===== src/rtl/img_proc_pkg.sv =====
// Shared definitions for the image pass controller.
// Holds the controller FSM state type and the default parameter values
// used by img_pass_ctrl and its sub-modules.
package img_proc_pkg;

    localparam int unsigned DEF_DATA_W      = 64;
    localparam int unsigned DEF_ADDR_W      = 6;
    localparam int unsigned DEF_NBUF        = 2;
    localparam int unsigned DEF_PASS_W      = 10;
    localparam int unsigned DEF_SYNC_STAGES = 2;

    typedef enum logic [1:0] {
        ST_IDLE  = 2'd0,
        ST_START = 2'd1,
        ST_RUN   = 2'd2
    } pass_state_e;

endpackage


===== src/rtl/key_edge_det.sv =====
// Pushbutton synchroniser and press detector.
// Ports:
//   clk, rst  - system clock, async active-high reset
//   key_n     - raw active-low pushbutton input (asynchronous)
//   press     - one-cycle pulse on each synchronised falling edge
// The synchroniser and edge-history flops reset to 1 (button released) so
// that leaving reset never looks like a press.
module key_edge_det
    import img_proc_pkg::*;
#(
    parameter int unsigned SYNC_STAGES = DEF_SYNC_STAGES
) (
    input  logic clk,
    input  logic rst,
    input  logic key_n,
    output logic press
);

    logic [SYNC_STAGES-1:0] sync_q;
    logic [SYNC_STAGES-1:0] sync_d;
    logic                   prev_q;
    logic                   prev_d;

    always_comb begin
        sync_d    = sync_q;
        sync_d[0] = key_n;
        for (int unsigned i = 1; i < SYNC_STAGES; i++) begin
            sync_d[i] = sync_q[i-1];
        end
        prev_d = sync_q[SYNC_STAGES-1];
    end

    always_ff @(posedge clk or posedge rst) begin
        if (rst) begin
            sync_q <= '1;
            prev_q <= 1'b1;
        end else begin
            sync_q <= sync_d;
            prev_q <= prev_d;
        end
    end

    assign press = prev_q & ~sync_q[SYNC_STAGES-1];

endmodule


===== src/rtl/img_pass_ctrl.sv =====
// Multi-pass image filter controller.
// Sequences filter passes that ping-pong through NBUF result buffers: the
// first pass after a restart reads the source ROM, later passes read the
// buffer written by the previous pass.
// Ports:
//   clk, rst                 - system clock, async active-high reset
//   key, button              - active-low pushbuttons (run / restart+latch)
//   sw_kernel, sw_operator   - config switches, latched on restart
//   auto_mode, pass_target   - single step or run pass_target passes
//   flt_done, flt_wr_en      - filter pass-complete pulse and write strobe
//   flt_rd_addr, vga_addr    - filter and display read addresses
//   rom_data, ram_rd_data    - source ROM data and per-buffer read data
//   rd_addr                  - shared ROM/RAM read address
//   ram_wr_en                - one-hot buffer write enable
//   flt_rd_data, vga_data    - current source data to filter / display
//   flt_start, flt_abort     - one-cycle pass start / abort pulses
//   kernel_sel, operator_sel - latched configuration
//   pass_count, busy         - completed passes, pass in progress
module img_pass_ctrl
    import img_proc_pkg::*;
#(
    parameter int unsigned DATA_W      = DEF_DATA_W,
    parameter int unsigned ADDR_W      = DEF_ADDR_W,
    parameter int unsigned NBUF        = DEF_NBUF,
    parameter int unsigned PASS_W      = DEF_PASS_W,
    parameter int unsigned SYNC_STAGES = DEF_SYNC_STAGES
) (
    input  logic                   clk,
    input  logic                   rst,
    input  logic                   key,
    input  logic                   button,
    input  logic                   sw_kernel,
    input  logic                   sw_operator,
    input  logic                   auto_mode,
    input  logic [PASS_W-1:0]      pass_target,
    input  logic                   flt_done,
    input  logic                   flt_wr_en,
    input  logic [ADDR_W-1:0]      flt_rd_addr,
    input  logic [ADDR_W-1:0]      vga_addr,
    input  logic [DATA_W-1:0]      rom_data,
    input  logic [NBUF*DATA_W-1:0] ram_rd_data,
    output logic [ADDR_W-1:0]      rd_addr,
    output logic [NBUF-1:0]        ram_wr_en,
    output logic [DATA_W-1:0]      flt_rd_data,
    output logic [DATA_W-1:0]      vga_data,
    output logic                   flt_start,
    output logic                   flt_abort,
    output logic                   kernel_sel,
    output logic                   operator_sel,
    output logic [PASS_W-1:0]      pass_count,
    output logic                   busy
);

    localparam int unsigned        IDX_W    = (NBUF > 1) ? $clog2(NBUF) : 1;
    localparam logic [IDX_W-1:0]   IDX_LAST = IDX_W'(NBUF - 1);
    localparam logic [PASS_W-1:0]  PASS_MAX = '1;

    logic key_press;
    logic button_press;

    key_edge_det #(.SYNC_STAGES(SYNC_STAGES)) u_key_det (
        .clk   (clk),
        .rst   (rst),
        .key_n (key),
        .press (key_press)
    );

    key_edge_det #(.SYNC_STAGES(SYNC_STAGES)) u_button_det (
        .clk   (clk),
        .rst   (rst),
        .key_n (button),
        .press (button_press)
    );

    pass_state_e       state_q, state_d;
    logic [PASS_W-1:0] pass_count_q, pass_count_d;
    logic [PASS_W-1:0] remaining_q, remaining_d;
    logic [IDX_W-1:0]  src_idx_q, src_idx_d;
    logic [IDX_W-1:0]  dst_idx_q, dst_idx_d;
    logic              kernel_sel_q, kernel_sel_d;
    logic              operator_sel_q, operator_sel_d;

    logic [PASS_W-1:0] run_load;
    logic [PASS_W-1:0] pass_inc;
    logic [PASS_W-1:0] rem_dec;

    always_comb begin
        state_d        = state_q;
        pass_count_d   = pass_count_q;
        remaining_d    = remaining_q;
        src_idx_d      = src_idx_q;
        dst_idx_d      = dst_idx_q;
        kernel_sel_d   = kernel_sel_q;
        operator_sel_d = operator_sel_q;
        flt_abort      = 1'b0;

        run_load = auto_mode ? pass_target : PASS_W'(1);
        pass_inc = pass_count_q + PASS_W'(1);
        rem_dec  = remaining_q - PASS_W'(1);

        case (state_q)
            ST_IDLE: begin
                if (button_press) begin
                    kernel_sel_d   = sw_kernel;
                    operator_sel_d = sw_operator;
                    pass_count_d   = '0;
                    src_idx_d      = '0;
                    dst_idx_d      = '0;
                end else if (key_press && (pass_count_q != PASS_MAX) &&
                             (run_load != '0)) begin
                    remaining_d = run_load;
                    state_d     = ST_START;
                end
            end
            ST_START: begin
                state_d = ST_RUN;
            end
            ST_RUN: begin
                if (flt_done) begin
                    pass_count_d = pass_inc;
                    // The buffer just written becomes the next source, so
                    // src always trails dst by one without any modulo.
                    src_idx_d    = dst_idx_q;
                    dst_idx_d    = (dst_idx_q == IDX_LAST) ? '0
                                                           : dst_idx_q + IDX_W'(1);
                    remaining_d  = rem_dec;
                    if ((rem_dec != '0) && (pass_inc != PASS_MAX)) begin
                        state_d = ST_START;
                    end else begin
                        state_d = ST_IDLE;
                    end
                end else if (button_press) begin
                    flt_abort = 1'b1;
                    state_d   = ST_IDLE;
                end
            end
            default: begin
                state_d = ST_IDLE;
            end
        endcase
    end

    always_ff @(posedge clk or posedge rst) begin
        if (rst) begin
            state_q        <= ST_IDLE;
            pass_count_q   <= '0;
            remaining_q    <= '0;
            src_idx_q      <= '0;
            dst_idx_q      <= '0;
            kernel_sel_q   <= 1'b0;
            operator_sel_q <= 1'b0;
        end else begin
            state_q        <= state_d;
            pass_count_q   <= pass_count_d;
            remaining_q    <= remaining_d;
            src_idx_q      <= src_idx_d;
            dst_idx_q      <= dst_idx_d;
            kernel_sel_q   <= kernel_sel_d;
            operator_sel_q <= operator_sel_d;
        end
    end

    logic [DATA_W-1:0] src_data;

    always_comb begin
        src_data = rom_data;
        if (pass_count_q != '0) begin
            for (int unsigned i = 0; i < NBUF; i++) begin
                if (src_idx_q == IDX_W'(i)) begin
                    src_data = ram_rd_data[i*DATA_W +: DATA_W];
                end
            end
        end
    end

    always_comb begin
        ram_wr_en = '0;
        if ((state_q == ST_RUN) && flt_wr_en) begin
            ram_wr_en[dst_idx_q] = 1'b1;
        end
    end

    assign busy         = (state_q != ST_IDLE);
    assign flt_start    = (state_q == ST_START);
    assign rd_addr      = busy ? flt_rd_addr : vga_addr;
    assign flt_rd_data  = src_data;
    assign vga_data     = src_data;
    assign kernel_sel   = kernel_sel_q;
    assign operator_sel = operator_sel_q;
    assign pass_count   = pass_count_q;

endmodule


===== config.mk =====
export PLATFORM = sky130hd
export DESIGN_NAME = img_pass_ctrl
export DESIGN_NICKNAME = d
export VERILOG_FILES = /design/src/rtl/img_proc_pkg.sv /design/src/rtl/key_edge_det.sv /design/src/rtl/img_pass_ctrl.sv
export SDC_FILE = /design/constraint.sdc
export NUM_CORES = 1
export LEC_CHECK = 0
export CAP_MARGIN = 0
export CORE_AREA = 5 5 143 145
export CTS_CLUSTER_DIAMETER = 50
export CTS_CLUSTER_SIZE = 8
export DETAILED_ROUTE_END_ITERATION = 6
export DIE_AREA = 0 0 148 150
export DONT_BUFFER_PORTS = 1
export PLACE_DENSITY = 0.31
export SYNTH_ARGS = -nofsm -noshare
export SYNTH_HDL_FRONTEND = slang
export SYNTH_SLANG_ARGS = --single-unit

===== constraint.sdc =====
create_clock -name clk -period 6.3 [get_ports clk]
set_clock_uncertainty 0.05 [all_clocks]
set_input_delay 1.89 -clock clk [delete_from_list [all_inputs] [get_ports clk]]
set_output_delay 1.89 -clock clk [all_outputs]
set_load 0.05 [all_outputs]

== Word-level counts from Yosys, hierarchy flattened ==
Index checks and enable logic that the tools add are counted.

* Register bits after elaboration: 32
* Output and inout bits: 151
* Logic and storage cells: 73

* Add/subtract/negate cells: 3
* Order comparisons: 2
* Eq/ne operators: 9
* Muxes and demuxes: 29
* Bitwise logic cells: 4
* Reductions and logical operators: 15

{| class="wikitable"
|+ Operator list
! cell !! count
|-
| 64-bit two-way mux || 2
|-
| 10-bit two-way mux || 6
|-
| 10-bit case mux with 2 select lines || 2
|-
| 10-bit nonzero test || 3
|-
| 10-bit != test (second input constant) || 2
|-
| 10-bit by 1-bit adder with 10-bit output (second input constant) || 1
|-
| 2-bit two-way mux || 5
|-
| 10-bit by 1-bit subtractor with 10-bit output (second input constant) || 1
|-
| 1-bit two-way mux || 9
|-
| 2-bit != test (second input constant) || 4
|-
| 6-bit two-way mux || 1
|-
| 2-bit case mux with 3 select lines || 1
|-
| 3-bit AND reduction || 2
|-
| 1-bit logical AND || 5
|-
| 1-bit case mux with 2 select lines || 2
|-
| 4-bit AND reduction || 1
|-
| 2-bit nonzero test || 2
|-
| 3-bit != test (second input constant) || 1
|-
| 1-bit bitwise AND || 2
|-
| 2-bit by 1-bit == test with 1-bit output (second input constant) || 1
|-
| 2-bit == test (second input constant) || 1
|-
| 2-bit logical NOT || 1
|-
| 1-bit by 2-bit < comparator with 1-bit output (second input constant) || 1
|-
| 1-bit NOT || 2
|-
| other kinds (4) || 4
|}

== Depth between registers and ports, before layout ==
* Word-level depth: 7
* Depth in mapped cells: 8
* Depth with buffers taken out: 7

== Cells and area by module ==
Synthesis repeated with hierarchy kept, for this count alone.

* Cells, all modules: 497
* Area total of the unflattened synthesis: 3747.3 um2

{| class="wikitable"
|+ Modules (own cells, without submodules)
! module !! times used !! cells each !! area each (um2) !! seq. area each (um2)
|-
| img_pass_ctrl || 1 || 487 || 3554.7 || 650.6
|-
| key_edge_det || 2 || 5 || 96.3 || 78.8
|}

== Worst setup path after synthesis ==
OpenSTA, ideal clock, no wires.

* Kind: input -> output
* Start: input port ram_rd_data[68]
* End: output port vga_data[4]
* Arrival: 3.133 ns
* Required time: 4.360 ns
* Path slack: 1.227 ns
* Stages on the path: 3
* Buffers on the path: 1
* Cell sequence: mux2i_1 > a21oi_1 > buf_4

* Longest elaborated chain between the ends: 2

{| class="wikitable"
|+ RTL lines
! element !! line !! RTL
|-
| start: declaration || img_pass_ctrl.sv:41 || <nowiki>input logic [NBUF*DATA_W-1:0] ram_rd_data,</nowiki>
|-
| 64-bit two-way mux || img_pass_ctrl.sv:169 || <nowiki>if (src_idx_q == IDX_W'(i)) begin</nowiki>
|-
| 64-bit two-way mux || img_pass_ctrl.sv:167 || <nowiki>if (pass_count_q != '0) begin</nowiki>
|-
| end: declaration || img_pass_ctrl.sv:45 || <nowiki>output logic [DATA_W-1:0] vga_data,</nowiki>
|}

No other way between the ends.

== Final worst setup path ==
* Start: register pass_count_q[0], in the netlist pass_count[0]
* End: output port vga_data[63]

* Longest elaborated chain between the ends: 2

{| class="wikitable"
|+ RTL lines
! element !! line !! RTL
|-
| start: declaration || img_pass_ctrl.sv:76 || <nowiki>logic [PASS_W-1:0] pass_count_q, pass_count_d;</nowiki>
|-
| start signal: assignment || img_pass_ctrl.sv:154 || <nowiki>pass_count_q <= pass_count_d;</nowiki>
|-
| 10-bit nonzero test || img_pass_ctrl.sv:167 ||
|-
| 64-bit two-way mux || img_pass_ctrl.sv:167 ||
|}

No other way between the ends.

==> flow_metrics.env <==
export IMPL_cts_resized_gates=0
export IMPL_clkTransAtPathRegs_ns=0.05
export IMPL_synth_top_area_share_pct=17.3
export IMPL_fmax_mhz=196
export IMPL_initial_core_util_pct=19.8
export IMPL_rsz0062_at_grt="false"
export IMPL_synth_commonest_cells="sky130_fd_sc_hd__nor2_1, sky130_fd_sc_hd__a21oi_1, sky130_fd_sc_hd__buf_4, sky130_fd_sc_hd__mux2i_1, sky130_fd_sc_hd__dfrtp_1"
export IMPL_critical_path_arrival_ns=3.17
export IMPL_clockRootBuffer="sky130_fd_sc_hd__clkbuf_16"
export IMPL_ff2ff_setup_slack_ns=3.47
export IMPL_worst_setup_path_end_kind="output pin"
export IMPL_final_hold_viol_count=0
export IMPL_worst_slew_pin_transition_ns=1.12
export IMPL_max_cap_viol_count=0
export IMPL_synth_lib_cells_used_distinct=46
export IMPL_worstReg2RegStart="pass_count[1]"
export IMPL_synth_cells=513
export IMPL_post_route_cells_drive_above_1_share_pct=33.8
export IMPL_fin_nets=724
export IMPL_drt_total_wl_um=17600
export IMPL_worstHoldStart="u_button_det.sync_q[0]"
export IMPL_drt_pass1_iter_count=5
export IMPL_synth_largest_area_cell="sky130_fd_sc_hd__dfrtp_1"
export IMPL_yosysMostFrequentCell="sky130_fd_sc_hd__nor2_1"
export IMPL_finalMaxSlewViolations=0
export IMPL_timing_critical_path_from_type="flip-flop"
export IMPL_relSlewSlack_pct=25.4
export IMPL_fill_cells=2079
export IMPL_synth_cell_area_um2=3770
export IMPL_place_inst=727
export IMPL_yosys_most_used_dff="sky130_fd_sc_hd__dfrtp_1"
export IMPL_worst_endpoint_required_ns=4.36
export IMPL_cts_hold_buffers_added=0
export IMPL_cts_buffer_depth=2
export IMPL_regArea_um2=812
export IMPL_grt_overflow_total=0
export IMPL_clkSinkCount=32
export IMPL_hold_class="reg -> reg"
export IMPL_final_cell_count_without_fillers=737
export IMPL_outcome="finished clean"
export IMPL_timing_final_crit_share_pct=81.1
export IMPL_setup_total_negative_slack_ns=0
export IMPL_route_vias_total=3619
export IMPL_cts_setup_buffers=0
export IMPL_final_antenna_net_count=0
export IMPL_synth_yosys_seq_area_share_pct=21.4
export IMPL_tritoncts="done"
export IMPL_worst_skew_pair_late_latency_ns=0.27
export IMPL_grt_pass1_wl_um=23400
export IMPL_place_port_buffers=0
export IMPL_rows=51
export IMPL_synth_enable_flop_cells=0
export IMPL_final_hold_worst_slack_ns=0.304
export IMPL_die_w_um=148
export IMPL_synth_area_leaders="sky130_fd_sc_hd__dfrtp_1, sky130_fd_sc_hd__mux2i_1, sky130_fd_sc_hd__buf_4"
export IMPL_fp_coreArea_um2=19100
export IMPL_crit_start="pass_count[0]"
export IMPL_synthToLayoutAreaGrowth_pct=18.1
export IMPL_cts_buffers_inserted=5
export IMPL_number_of_flip_flops_and_latches_in_the_synthesized_netlist=32
export IMPL_worstRegToRegCells=7
export IMPL_timing_critical_path_to="vga_data[63]"
export IMPL_layout_core_utilization_pct=23.3
export IMPL_yosys_warnings=0
export IMPL_period_minus_slack_ns=5.11
export IMPL_timing_worst_setup_path_type="reg -> out"
export IMPL_htreeDepth=2
export IMPL_place_hpwl_um=14800
export IMPL_die_area_um2=22200
export IMPL_vias_per_cell=4.91
export IMPL_r2r_end="remaining_q[6]"
export IMPL_grt_max_degree=108
export IMPL_routedWlPerCell_um=23.8
export IMPL_post_route_drc_count=0
export IMPL_multiInputGateArea_um2=2580
export IMPL_io_pin_count=374
export IMPL_ys_async_sr_fraction_pct=100
export IMPL_synth_fp_nets=741
export IMPL_worst_path_max_fanout=107
export IMPL_drt_first_iter_violations=149
export IMPL_grtUsageTotal_pct=14.0
export IMPL_die_height_um=150
export IMPL_grt_antenna_before_repair=2
export IMPL_first_global_vias=3550
export IMPL_globalplace_congestion=0.803
export IMPL_syn_area_per_cell_um2=7.35
export IMPL_setup_viol_count_final=0
==> layout by cell type (no fill, tap or decap), drive strengths merged, types with 2 or more instances in the layout <==
| master | n |
|---|---|
| dfrtp | 26 |
| nor2b | 3 |
| nand2b | 4 |
| mux2i | 64 |
| nor4 | 4 |
| xnor2 | 2 |
| a22o | 7 |
| nor3 | 12 |
| nand4 | 3 |
| dfstp | 6 |
| o21ai | 24 |
| nand3 | 14 |
| or4 | 2 |
| o31ai | 5 |
| a21oi | 79 |
| inv | 12 |
| a31oi | 10 |
| or2 | 3 |
| and3 | 3 |
| o211ai | 2 |
| mux2 | 8 |
| nand2 | 20 |
| and2 | 2 |
| nor2 | 80 |
| buf | 74 |
| ha | 5 |
| clkbuf | 8 |
| diode | 2 |
==> registers in the layout, indices dropped and copies added (netlist names) <==
name and flops:
pass_count 10, remaining_q 10, state_q 2, u_button_det.sync_q 2, u_key_det.sync_q 2, dst_idx_q 1, kernel_sel 1, operator_sel 1
src_idx_q 1, u_button_det.prev_q 1, u_key_det.prev_q 1
==> worst min path at each step <==
stage	endpoint	depth (start not counted)
3_5_place_dp	u_button_det.sync_q[1]	0
2_1_floorplan	u_button_det.sync_q[1]	0
6_report	u_button_det.sync_q[1]	0
4_1_cts	u_button_det.sync_q[1]	0
3_3_place_gp	u_key_det.sync_q[1]	0
5_1_grt	u_button_det.sync_q[1]	0
==> area by class of cell <==
type                    count  share of cell area [%]
clock buffers               8                    3.29
repair buffers             74                    12.8
multi-input cells         371                    57.9
inverters                  12                    1.01
flip-flops and latches     32                    18.2
well taps                 238                    6.69
diodes                      2                   0.112
==> worst max-delay path, stage by stage, from the launching register on <==
cell,delay [ns]
sky130_fd_sc_hd__dfrtp_1,0.77
sky130_fd_sc_hd__inv_1,0.16
sky130_fd_sc_hd__ha_1,0.24
sky130_fd_sc_hd__nand4b_1,0.14
sky130_fd_sc_hd__buf_12,0.41
sky130_fd_sc_hd__nor2_1,0.12
sky130_fd_sc_hd__a21oi_2,0.60
sky130_fd_sc_hd__buf_4,0.34
==> stage by stage <==
| step | area [um2] | worst slack (ns) |
|---|---|---|
| after floorplan | 3770 | 1.23 |
| after global placement | 4300 | 1.41 |
| after detailed placement | 4300 | 1.43 |
| after CTS | 4450 | 1.17 |
| after global routing | 4450 | 1.05 |
| final | 4450 | 1.19 |
==> cells by family (layout without fill, tap and decap cells) <==
family | Yosys count | in the layout | synth area share [%]
AO/OA/AOI/OAI | 134 | 134 | 19.9
XOR/XNOR | 2 | 2 | 0.465
adder cells (fa/ha/maj) | 5 | 5 | 1.66
buffers and inverters | 110 | 94 | 17.7
flip-flops | 32 | 32 | 21.4
multiplexers | 72 | 72 | 19.4
other | 0 | 2 | 0
AND/OR/NAND/NOR | 158 | 158 | 19.4
==> routing by layer <==
layer	global-route usage [%]	share of wire, %	vias up
li1	-	-	1718
met1	14.9	34	1630
met2	21.4	45	261
met3	11.9	20	10
met4	2.45	1.2	0
met5	0	0	-
Power is left out: the tool's default activity adds up to more than one toggle a clock period on the data nets, which glitch-free logic cannot reach.
